**src/rtl/ctrl_pipe_if.sv**
```systemverilog
// Purpose: ID-side control inputs and per-stage control outputs of the control pipeline.
// Latency: none, wires only.
// Backpressure: ifid_hold from the pipe stalls the producer (PC / IF-ID register).
interface ctrl_pipe_if #(
  parameter int CTRL_W = 15
);
  logic              id_valid;
  logic [CTRL_W-1:0] id_ctrl;
  logic [4:0]        id_rs;
  logic [4:0]        id_rt;
  logic [4:0]        id_rd;
  logic              ex_redirect;
  logic              mem_busy;

  logic              ex_valid;
  logic              mem_valid;
  logic              wb_valid;
  logic [CTRL_W-1:0] ex_ctrl;
  logic [CTRL_W-1:0] mem_ctrl;
  logic [CTRL_W-1:0] wb_ctrl;
  logic [4:0]        ex_rs;
  logic [4:0]        ex_rt;
  logic [4:0]        ex_dst;
  logic [4:0]        mem_dst;
  logic [4:0]        wb_dst;
  logic              ifid_hold;
  logic [1:0]        fwd_a;
  logic [1:0]        fwd_b;

  // Decoder / front-end side
  modport master (
    output id_valid, id_ctrl, id_rs, id_rt, id_rd, ex_redirect, mem_busy,
    input  ex_valid, mem_valid, wb_valid, ex_ctrl, mem_ctrl, wb_ctrl,
    input  ex_rs, ex_rt, ex_dst, mem_dst, wb_dst, ifid_hold, fwd_a, fwd_b
  );

  // Control pipeline side
  modport slave (
    input  id_valid, id_ctrl, id_rs, id_rt, id_rd, ex_redirect, mem_busy,
    output ex_valid, mem_valid, wb_valid, ex_ctrl, mem_ctrl, wb_ctrl,
    output ex_rs, ex_rt, ex_dst, mem_dst, wb_dst, ifid_hold, fwd_a, fwd_b
  );
endinterface

```
**src/rtl/ctrl_pipe.sv**
```systemverilog
// Purpose: carries decoded control ID->EX->MEM->WB, inserts hazard bubbles, squashes on redirect. Macro FWD_EN enables forwarding.
// Latency: 1 cycle per stage (ID->WB 3 cycles); ifid_hold and fwd_a/fwd_b are combinational.
// Backpressure: mem_busy freezes every stage; stall_cond holds IF/ID and bubbles EX.
module ctrl_pipe #(
  parameter int         CTRL_W = 15,
  parameter logic [4:0] REG_RA = 5'd31
) (
  input logic         clk,
  input logic         reset,
  ctrl_pipe_if.slave  bus
);

  // Control bundle bit positions
  localparam int B_SAVEPC   = 14;
  localparam int B_REGWRITE = 9;
  localparam int B_ALUSRC   = 7;
  localparam int B_MEMWRITE = 6;
  localparam int B_MEMREAD  = 4;
  localparam int B_BRANCH   = 2;
  localparam int B_JUMP     = 1;
  localparam int B_REGDST   = 0;

  logic              ex_valid, mem_valid, wb_valid;
  logic [CTRL_W-1:0] ex_ctrl, mem_ctrl, wb_ctrl;
  logic [4:0]        ex_rs, ex_rt, ex_dst, mem_dst, wb_dst;

  logic [4:0] id_dst;
  logic       uses_rs, uses_rt;
  logic       hz_ex, load_use, stall_cond, advance;

  // Destination of the ID instruction; non-writers carry 0 so they can never match a source
  always_comb begin
    id_dst = 5'd0;
    if (bus.id_ctrl[B_REGWRITE]) begin
      if (bus.id_ctrl[B_SAVEPC])      id_dst = REG_RA;
      else if (bus.id_ctrl[B_REGDST]) id_dst = bus.id_rd;
      else                            id_dst = bus.id_rt;
    end
  end

  // Which source fields the ID instruction really reads ($0 is never a dependency)
  assign uses_rs = !bus.id_ctrl[B_JUMP] && (bus.id_rs != 5'd0);
  assign uses_rt = (!bus.id_ctrl[B_ALUSRC] || bus.id_ctrl[B_MEMWRITE] || bus.id_ctrl[B_BRANCH])
                   && (bus.id_rt != 5'd0);

  assign hz_ex = ex_valid && ex_ctrl[B_REGWRITE] && (ex_dst != 5'd0) &&
                 ((uses_rs && (ex_dst == bus.id_rs)) || (uses_rt && (ex_dst == bus.id_rt)));
  assign load_use = hz_ex && ex_ctrl[B_MEMREAD];

`ifdef FWD_EN
  // Only a load in EX cannot be forwarded in time
  assign stall_cond = load_use;

  // Operand select for EX: MEM result (non-load) beats WB result
  always_comb begin
    bus.fwd_a = 2'b00;
    bus.fwd_b = 2'b00;
    if (mem_valid && mem_ctrl[B_REGWRITE] && !mem_ctrl[B_MEMREAD] && (ex_rs != 5'd0) && (mem_dst == ex_rs))
      bus.fwd_a = 2'b10;
    else if (wb_valid && wb_ctrl[B_REGWRITE] && (ex_rs != 5'd0) && (wb_dst == ex_rs))
      bus.fwd_a = 2'b01;
    if (mem_valid && mem_ctrl[B_REGWRITE] && !mem_ctrl[B_MEMREAD] && (ex_rt != 5'd0) && (mem_dst == ex_rt))
      bus.fwd_b = 2'b10;
    else if (wb_valid && wb_ctrl[B_REGWRITE] && (ex_rt != 5'd0) && (wb_dst == ex_rt))
      bus.fwd_b = 2'b01;
  end
`else
  logic hz_mem;
  assign hz_mem = mem_valid && mem_ctrl[B_REGWRITE] && (mem_dst != 5'd0) &&
                  ((uses_rs && (mem_dst == bus.id_rs)) || (uses_rt && (mem_dst == bus.id_rt)));
  // Without forwarding any RAW against EX or MEM waits until the producer reaches WB
  assign stall_cond = hz_ex || hz_mem;
  assign bus.fwd_a  = 2'b00;
  assign bus.fwd_b  = 2'b00;
`endif

  assign advance       = bus.id_valid && !bus.ex_redirect && !stall_cond;
  // Redirect overrides a stall so fetch can take the new PC
  assign bus.ifid_hold = !reset &&
                         (bus.mem_busy || (bus.id_valid && !bus.ex_redirect && stall_cond));

  // Stage registers: freeze on mem_busy, otherwise shift and load EX or a zeroed bubble
  always_ff @(posedge clk or posedge reset) begin
    if (reset) begin
      ex_valid  <= 1'b0;
      mem_valid <= 1'b0;
      wb_valid  <= 1'b0;
      ex_ctrl   <= '0;
      mem_ctrl  <= '0;
      wb_ctrl   <= '0;
      ex_rs     <= 5'd0;
      ex_rt     <= 5'd0;
      ex_dst    <= 5'd0;
      mem_dst   <= 5'd0;
      wb_dst    <= 5'd0;
    end else if (!bus.mem_busy) begin
      wb_valid  <= mem_valid;
      wb_ctrl   <= mem_ctrl;
      wb_dst    <= mem_dst;
      mem_valid <= ex_valid;
      mem_ctrl  <= ex_ctrl;
      mem_dst   <= ex_dst;
      if (advance) begin
        ex_valid <= 1'b1;
        ex_ctrl  <= bus.id_ctrl;
        ex_rs    <= bus.id_rs;
        ex_rt    <= bus.id_rt;
        ex_dst   <= id_dst;
      end else begin
        ex_valid <= 1'b0;
        ex_ctrl  <= '0;
        ex_rs    <= 5'd0;
        ex_rt    <= 5'd0;
        ex_dst   <= 5'd0;
      end
    end
  end

  assign bus.ex_valid  = ex_valid;
  assign bus.mem_valid = mem_valid;
  assign bus.wb_valid  = wb_valid;
  assign bus.ex_ctrl   = ex_ctrl;
  assign bus.mem_ctrl  = mem_ctrl;
  assign bus.wb_ctrl   = wb_ctrl;
  assign bus.ex_rs     = ex_rs;
  assign bus.ex_rt     = ex_rt;
  assign bus.ex_dst    = ex_dst;
  assign bus.mem_dst   = mem_dst;
  assign bus.wb_dst    = wb_dst;

endmodule

```
**src/flat_wrapper.sv**
```systemverilog
// flat-port wrapper written by rule: the top's interface ports become plain ports
module ctrl_pipe_flat 
#(
  parameter int         CTRL_W = 15,
  parameter logic [4:0] REG_RA = 5'd31
)
  (clk, reset, bus_id_valid, bus_id_ctrl, bus_id_rs, bus_id_rt, bus_id_rd, bus_ex_redirect, bus_mem_busy, bus_ex_valid, bus_mem_valid, bus_wb_valid, bus_ex_ctrl, bus_mem_ctrl, bus_wb_ctrl, bus_ex_rs, bus_ex_rt, bus_ex_dst, bus_mem_dst, bus_wb_dst, bus_ifid_hold, bus_fwd_a, bus_fwd_b);
  ctrl_pipe_if #(.CTRL_W(CTRL_W)) bus_i ();
  input logic clk;
  input logic reset;
  input wire logic [$bits(bus_i.id_valid)-1:0] bus_id_valid;
  input wire logic [$bits(bus_i.id_ctrl)-1:0] bus_id_ctrl;
  input wire logic [$bits(bus_i.id_rs)-1:0] bus_id_rs;
  input wire logic [$bits(bus_i.id_rt)-1:0] bus_id_rt;
  input wire logic [$bits(bus_i.id_rd)-1:0] bus_id_rd;
  input wire logic [$bits(bus_i.ex_redirect)-1:0] bus_ex_redirect;
  input wire logic [$bits(bus_i.mem_busy)-1:0] bus_mem_busy;
  output wire logic [$bits(bus_i.ex_valid)-1:0] bus_ex_valid;
  output wire logic [$bits(bus_i.mem_valid)-1:0] bus_mem_valid;
  output wire logic [$bits(bus_i.wb_valid)-1:0] bus_wb_valid;
  output wire logic [$bits(bus_i.ex_ctrl)-1:0] bus_ex_ctrl;
  output wire logic [$bits(bus_i.mem_ctrl)-1:0] bus_mem_ctrl;
  output wire logic [$bits(bus_i.wb_ctrl)-1:0] bus_wb_ctrl;
  output wire logic [$bits(bus_i.ex_rs)-1:0] bus_ex_rs;
  output wire logic [$bits(bus_i.ex_rt)-1:0] bus_ex_rt;
  output wire logic [$bits(bus_i.ex_dst)-1:0] bus_ex_dst;
  output wire logic [$bits(bus_i.mem_dst)-1:0] bus_mem_dst;
  output wire logic [$bits(bus_i.wb_dst)-1:0] bus_wb_dst;
  output wire logic [$bits(bus_i.ifid_hold)-1:0] bus_ifid_hold;
  output wire logic [$bits(bus_i.fwd_a)-1:0] bus_fwd_a;
  output wire logic [$bits(bus_i.fwd_b)-1:0] bus_fwd_b;
  assign bus_i.id_valid = bus_id_valid;
  assign bus_i.id_ctrl = bus_id_ctrl;
  assign bus_i.id_rs = bus_id_rs;
  assign bus_i.id_rt = bus_id_rt;
  assign bus_i.id_rd = bus_id_rd;
  assign bus_i.ex_redirect = bus_ex_redirect;
  assign bus_i.mem_busy = bus_mem_busy;
  assign bus_ex_valid = bus_i.ex_valid;
  assign bus_mem_valid = bus_i.mem_valid;
  assign bus_wb_valid = bus_i.wb_valid;
  assign bus_ex_ctrl = bus_i.ex_ctrl;
  assign bus_mem_ctrl = bus_i.mem_ctrl;
  assign bus_wb_ctrl = bus_i.wb_ctrl;
  assign bus_ex_rs = bus_i.ex_rs;
  assign bus_ex_rt = bus_i.ex_rt;
  assign bus_ex_dst = bus_i.ex_dst;
  assign bus_mem_dst = bus_i.mem_dst;
  assign bus_wb_dst = bus_i.wb_dst;
  assign bus_ifid_hold = bus_i.ifid_hold;
  assign bus_fwd_a = bus_i.fwd_a;
  assign bus_fwd_b = bus_i.fwd_b;
  ctrl_pipe #(.CTRL_W(CTRL_W), .REG_RA(REG_RA)) u_core (.clk(clk), .reset(reset), .bus(bus_i));
endmodule
```
**config.mk**
```make
export PLATFORM = sky130hd
export DESIGN_NAME = ctrl_pipe_flat
export DESIGN_NICKNAME = d
export VERILOG_FILES = /design/src/rtl/ctrl_pipe_if.sv /design/src/rtl/ctrl_pipe.sv /design/src/flat_wrapper.sv
export SDC_FILE = /design/constraint.sdc
export NUM_CORES = 1
export LEC_CHECK = 0
export BUFFER_PORTS_ARGS = -buffer_cell sky130_fd_sc_hd__buf_4
export CAP_MARGIN = 5
export CORE_MARGIN = 1.5
export CORE_UTILIZATION = 43
export CTS_BUF_LIST = sky130_fd_sc_hd__clkbuf_4 sky130_fd_sc_hd__clkbuf_8
export DETAILED_ROUTE_END_ITERATION = 8
export PLACE_DENSITY = 0.7
export SLEW_MARGIN = 20
export SYNTH_ARGS = -nofsm -noshare
export SYNTH_HDL_FRONTEND = slang
export SYNTH_SLANG_ARGS = --single-unit
```
**constraint.sdc**
```tcl
create_clock -name clk -period 3.45 [get_ports clk]
set_input_delay 0 -clock clk [delete_from_list [all_inputs] [get_ports clk]]
set_output_delay 0 -clock clk [all_outputs]
set_load 0.03 [all_outputs]
```
==> summary.md <==
| Metric | Value |
|---|---|
| Run status | `finished clean` |
| Area after DPL | `4120 µm²` |
| Initial antenna violation count | `0` |
| Synth Area in Compound Gates | `9.861%` |
| Area growth syn-to-layout | `42.03%` |
| Post-CTS setup buffers | `0` |
| Post-DRT Antenna Nets | `0` |
| ANT cells | `0` |
| Pre-CTS setup slack | `1.256 ns` |
| Adder-cell share of the synthesized area | `0%` |
| Post-route setup TNS | `0 ns` |
| Max Slew Vio Count | `0` |
| Static Leak | `2.476 nW` |
| Post-Synth Simple-Gate Area | `7.974%` |
| RSZ-0062 raised after global routing | `no` |
| Clock buffer depth | `2` |
| Post-Layout Inst Area | `4613 µm²` |
| # rows | `31` |
| Worst hold margin | `0.04352 ns` |
| Avg Inst Size Synth | `11.68 µm²` |
| DIE AREA | `8084 µm²` |
| Synth Area in XOR/XNOR | `5.393%` |
| CTS clk-pin slew, worst paths | `0.08 ns` |
| Crit path DAT | `2.56 ns` |
| Pwr dens | `490.9 nW/µm²` |
| Final WL | `7726 µm` |
| Vias per inst | `4.957` |
| Global placement routability congestion | `0.8853` |
| Crit share post-route | `74.33%` |
| PostCTS Resize Cnt | `0` |
| CTS sink cnt | `73` |
| Post-synth top area cell | `dfrtp_1` |
| Initial DRC count | `131` |
| #FFs+latches synth | `73` |
| F_max | `0.3900 GHz` |
| FILL cells | `624` |
| Slew margin rel. | `25.61%` |
| Drt drc | `0` |
| Setup crit start kind | `flip-flop` |
| Vias in the first global route | `2478` |
| Main combinational cell family by area after synthesis | `multiplexers` |
| Cts bufs inserted | `9` |
| Top-count cell post-synth | `dfrtp_1` |
| Fin. Hold Viols | `0` |
| Max-Cap Viols | `0` |
| Root buffer cell | `clkbuf_8` |
| Layout cells sized above 1 | `41.75%` |
| R2R depth | `6` |
| Via count of the routed design | `2533` |
| Commonest cells post-synth | `73 x dfrtp_1, 42 x mux2_2, 36 x nand2_1` |
| Core area | `7292 µm²` |
| Die Ht | `89.91 µm` |
| Area contributors post-synth | `dfrtp_1 56%, mux2_2 15%, o31ai_1 6.7%` |
| Type of the worst setup path | `reg -> out` |
| Drt pass-1 iters | `4` |
| Final WS setup | `0.8858 ns` |
| Syn Inst Count | `278` |
| Critical path capture point type | `output pin` |
| Worst Max-Slew Pin Slew | `1.116 ns` |
| Clk Latency, worst-skew pair | `0.35 ns` |
| Worst vdd rail ir drop | `0.2657 mV` |
| Crit path required time | `3.45 ns` |
| CTS tree | `yes` |
| Number of cells on the worst hold path | `3` |
| Sequential area share after synthesis | `56.24%` |
| Ports | `113` |
| EDFF count, synth | `0` |
| Initial Util | `44.54%` |
| Grt ovf | `0` |
| Hpwl dp | `5149 µm` |
| Setup violators final | `0` |
| Clock skew | `0.008127 ns` |
| Global-route wire length before repair | `12460 µm` |
| Die W | `89.91 µm` |
| Yosys cell types | `27` |
| Crit path time final | `2.564 ns` |
| Mux contribution to synthesized area | `14.56%` |
| Gr usage total | `19.34%` |
| H-tree levels | `3` |
| Synth top area share | `56.24%` |
| WL/cell | `15.12 µm` |
| Synthesized cell area | `3248 µm²` |
| Syn. warnings | `0` |
| Port Buffers | `108` |
| CP max FO | `26` |
| Fin nets | `442` |
| Largest net degree at the start of global routing | `76` |
| Type of the tightest min-delay check | `in -> reg` |
| Leading register cell type out of synthesis | `dfrtp_1` |
| Fraction of registers with async set/reset | `100.0%` |
[cell usage in the layout, fill, tap and decap left out, drive strengths merged]
master | Yosys | routed
dfrtp | 73 | 73
dlygate4sd3 | 0 | 23
conb | 1 | 4
o21ai | 2 | 2
a32oi | 1 | 1
mux2 | 42 | 42
nor4 | 2 | 2
bufinv | 0 | 3
clkinvlp | 0 | 1
a21oi | 1 | 1
o31ai | 29 | 29
nand3b | 1 | 1
nand2 | 36 | 36
xor2 | 20 | 20
nand4 | 5 | 5
buf | 10 | 111
inv | 25 | 25
nor3 | 4 | 4
nor2b | 2 | 2
or3 | 2 | 2
nand2b | 1 | 1
o311a | 2 | 2
nor2 | 4 | 4
a31o | 1 | 1
o211a | 5 | 5
clkbuf | 9 | 12
[cells by family (layout without fill, tap and decap cells)]
group,after synthesis,in the layout
compound gates,41,41
xor+xnor,20,20
buf+inv,44,175
flops,73,73
mux,42,42
other cells,1,4
simple gates,57,57
[metal layers]
metal  up-vias  global-route usage, %  share of wire (%)
li1       1208                      -                  -
met1      1231                  26.08                 45
met2        82                  31.30                 49
met3        12                  4.315                5.3
met4         0                  5.952                1.4
met5         -                      0                  0
[where the power goes]
group	total [W]	switching [W]	internal, W	leakage, nW
sequential	0.000967	0.0000507	0.000916	0.985
combinational	0.000439	0.000251	0.000188	1.36
clock	0.000858	0.000319	0.000540	0.129
total	0.00226	0.000621	0.00164	2.48
[critical path, cell delays in order (launching register included)]
cell and delay, ns:
dfrtp_1 0.46, or3_1 0.40, o311a_1 0.31, nand4_1 0.11, nand4_2 0.20, buf_4 0.30
a31o_2 0.27, buf_4 0.16
[flip-flops by register name, indices dropped and copies added, names as in the netlist]
register,cells
u_core.bus.mem_valid,1
u_core.bus.ex_rt,5
u_core.bus.wb_ctrl,15
u_core.bus.mem_ctrl,15
u_core.bus.ex_rs,5
u_core.bus.ex_valid,1
u_core.bus.mem_dst,5
u_core.bus.ex_ctrl,15
u_core.bus.wb_valid,1
u_core.bus.ex_dst,5
u_core.bus.wb_dst,5
[what timing repair did]
item	CTS	global route
endpoints found under the hold margin	57	0
hold buffers	23	0
setup endpoints to repair	0	0
[stage by stage]
stage               cells  power, W  utilization, %
floorplan             281  0.001232               -
global placement      472  0.001399           56.50
detailed placement    472  0.001405           56.50
CTS                   511  0.002277           63.26
global route          511  0.002351           63.26
finish                511  0.002265           63.26
[cell type report]
class                      instances  area [µm²]  area share (%)
clock inverter                     4       97.59           2.116
timing repair buffer             134        1064           23.05
tap                               99       123.9           2.685
multi-input combinational        164        1242           26.93
clock buffer                      12       165.2           3.580
inverter                          25       93.84           2.034
sequential                        73        1827           39.60
[path summary, 6_finish.rpt]
kind / start / endpoint / slack [ns]
worst max-delay path: u_core.bus.ex_dst[1] / bus_ifid_hold / 0.89
worst min-delay path: bus_id_rt[1] / u_core.bus.ex_rt[1] / 0.04
worst max register to register: u_core.bus.ex_dst[1] / u_core.bus.ex_ctrl[11] / 1.32
worst min register to register: u_core.bus.ex_rs[1] / u_core.bus.ex_rs[1] / 0.49
max in group asynchronous: reset / u_core.bus.mem_ctrl[9] / 2.14
min in group asynchronous: reset / u_core.bus.wb_ctrl[14] / 0.35
Note: power is estimated with default switching activity, not from simulation.
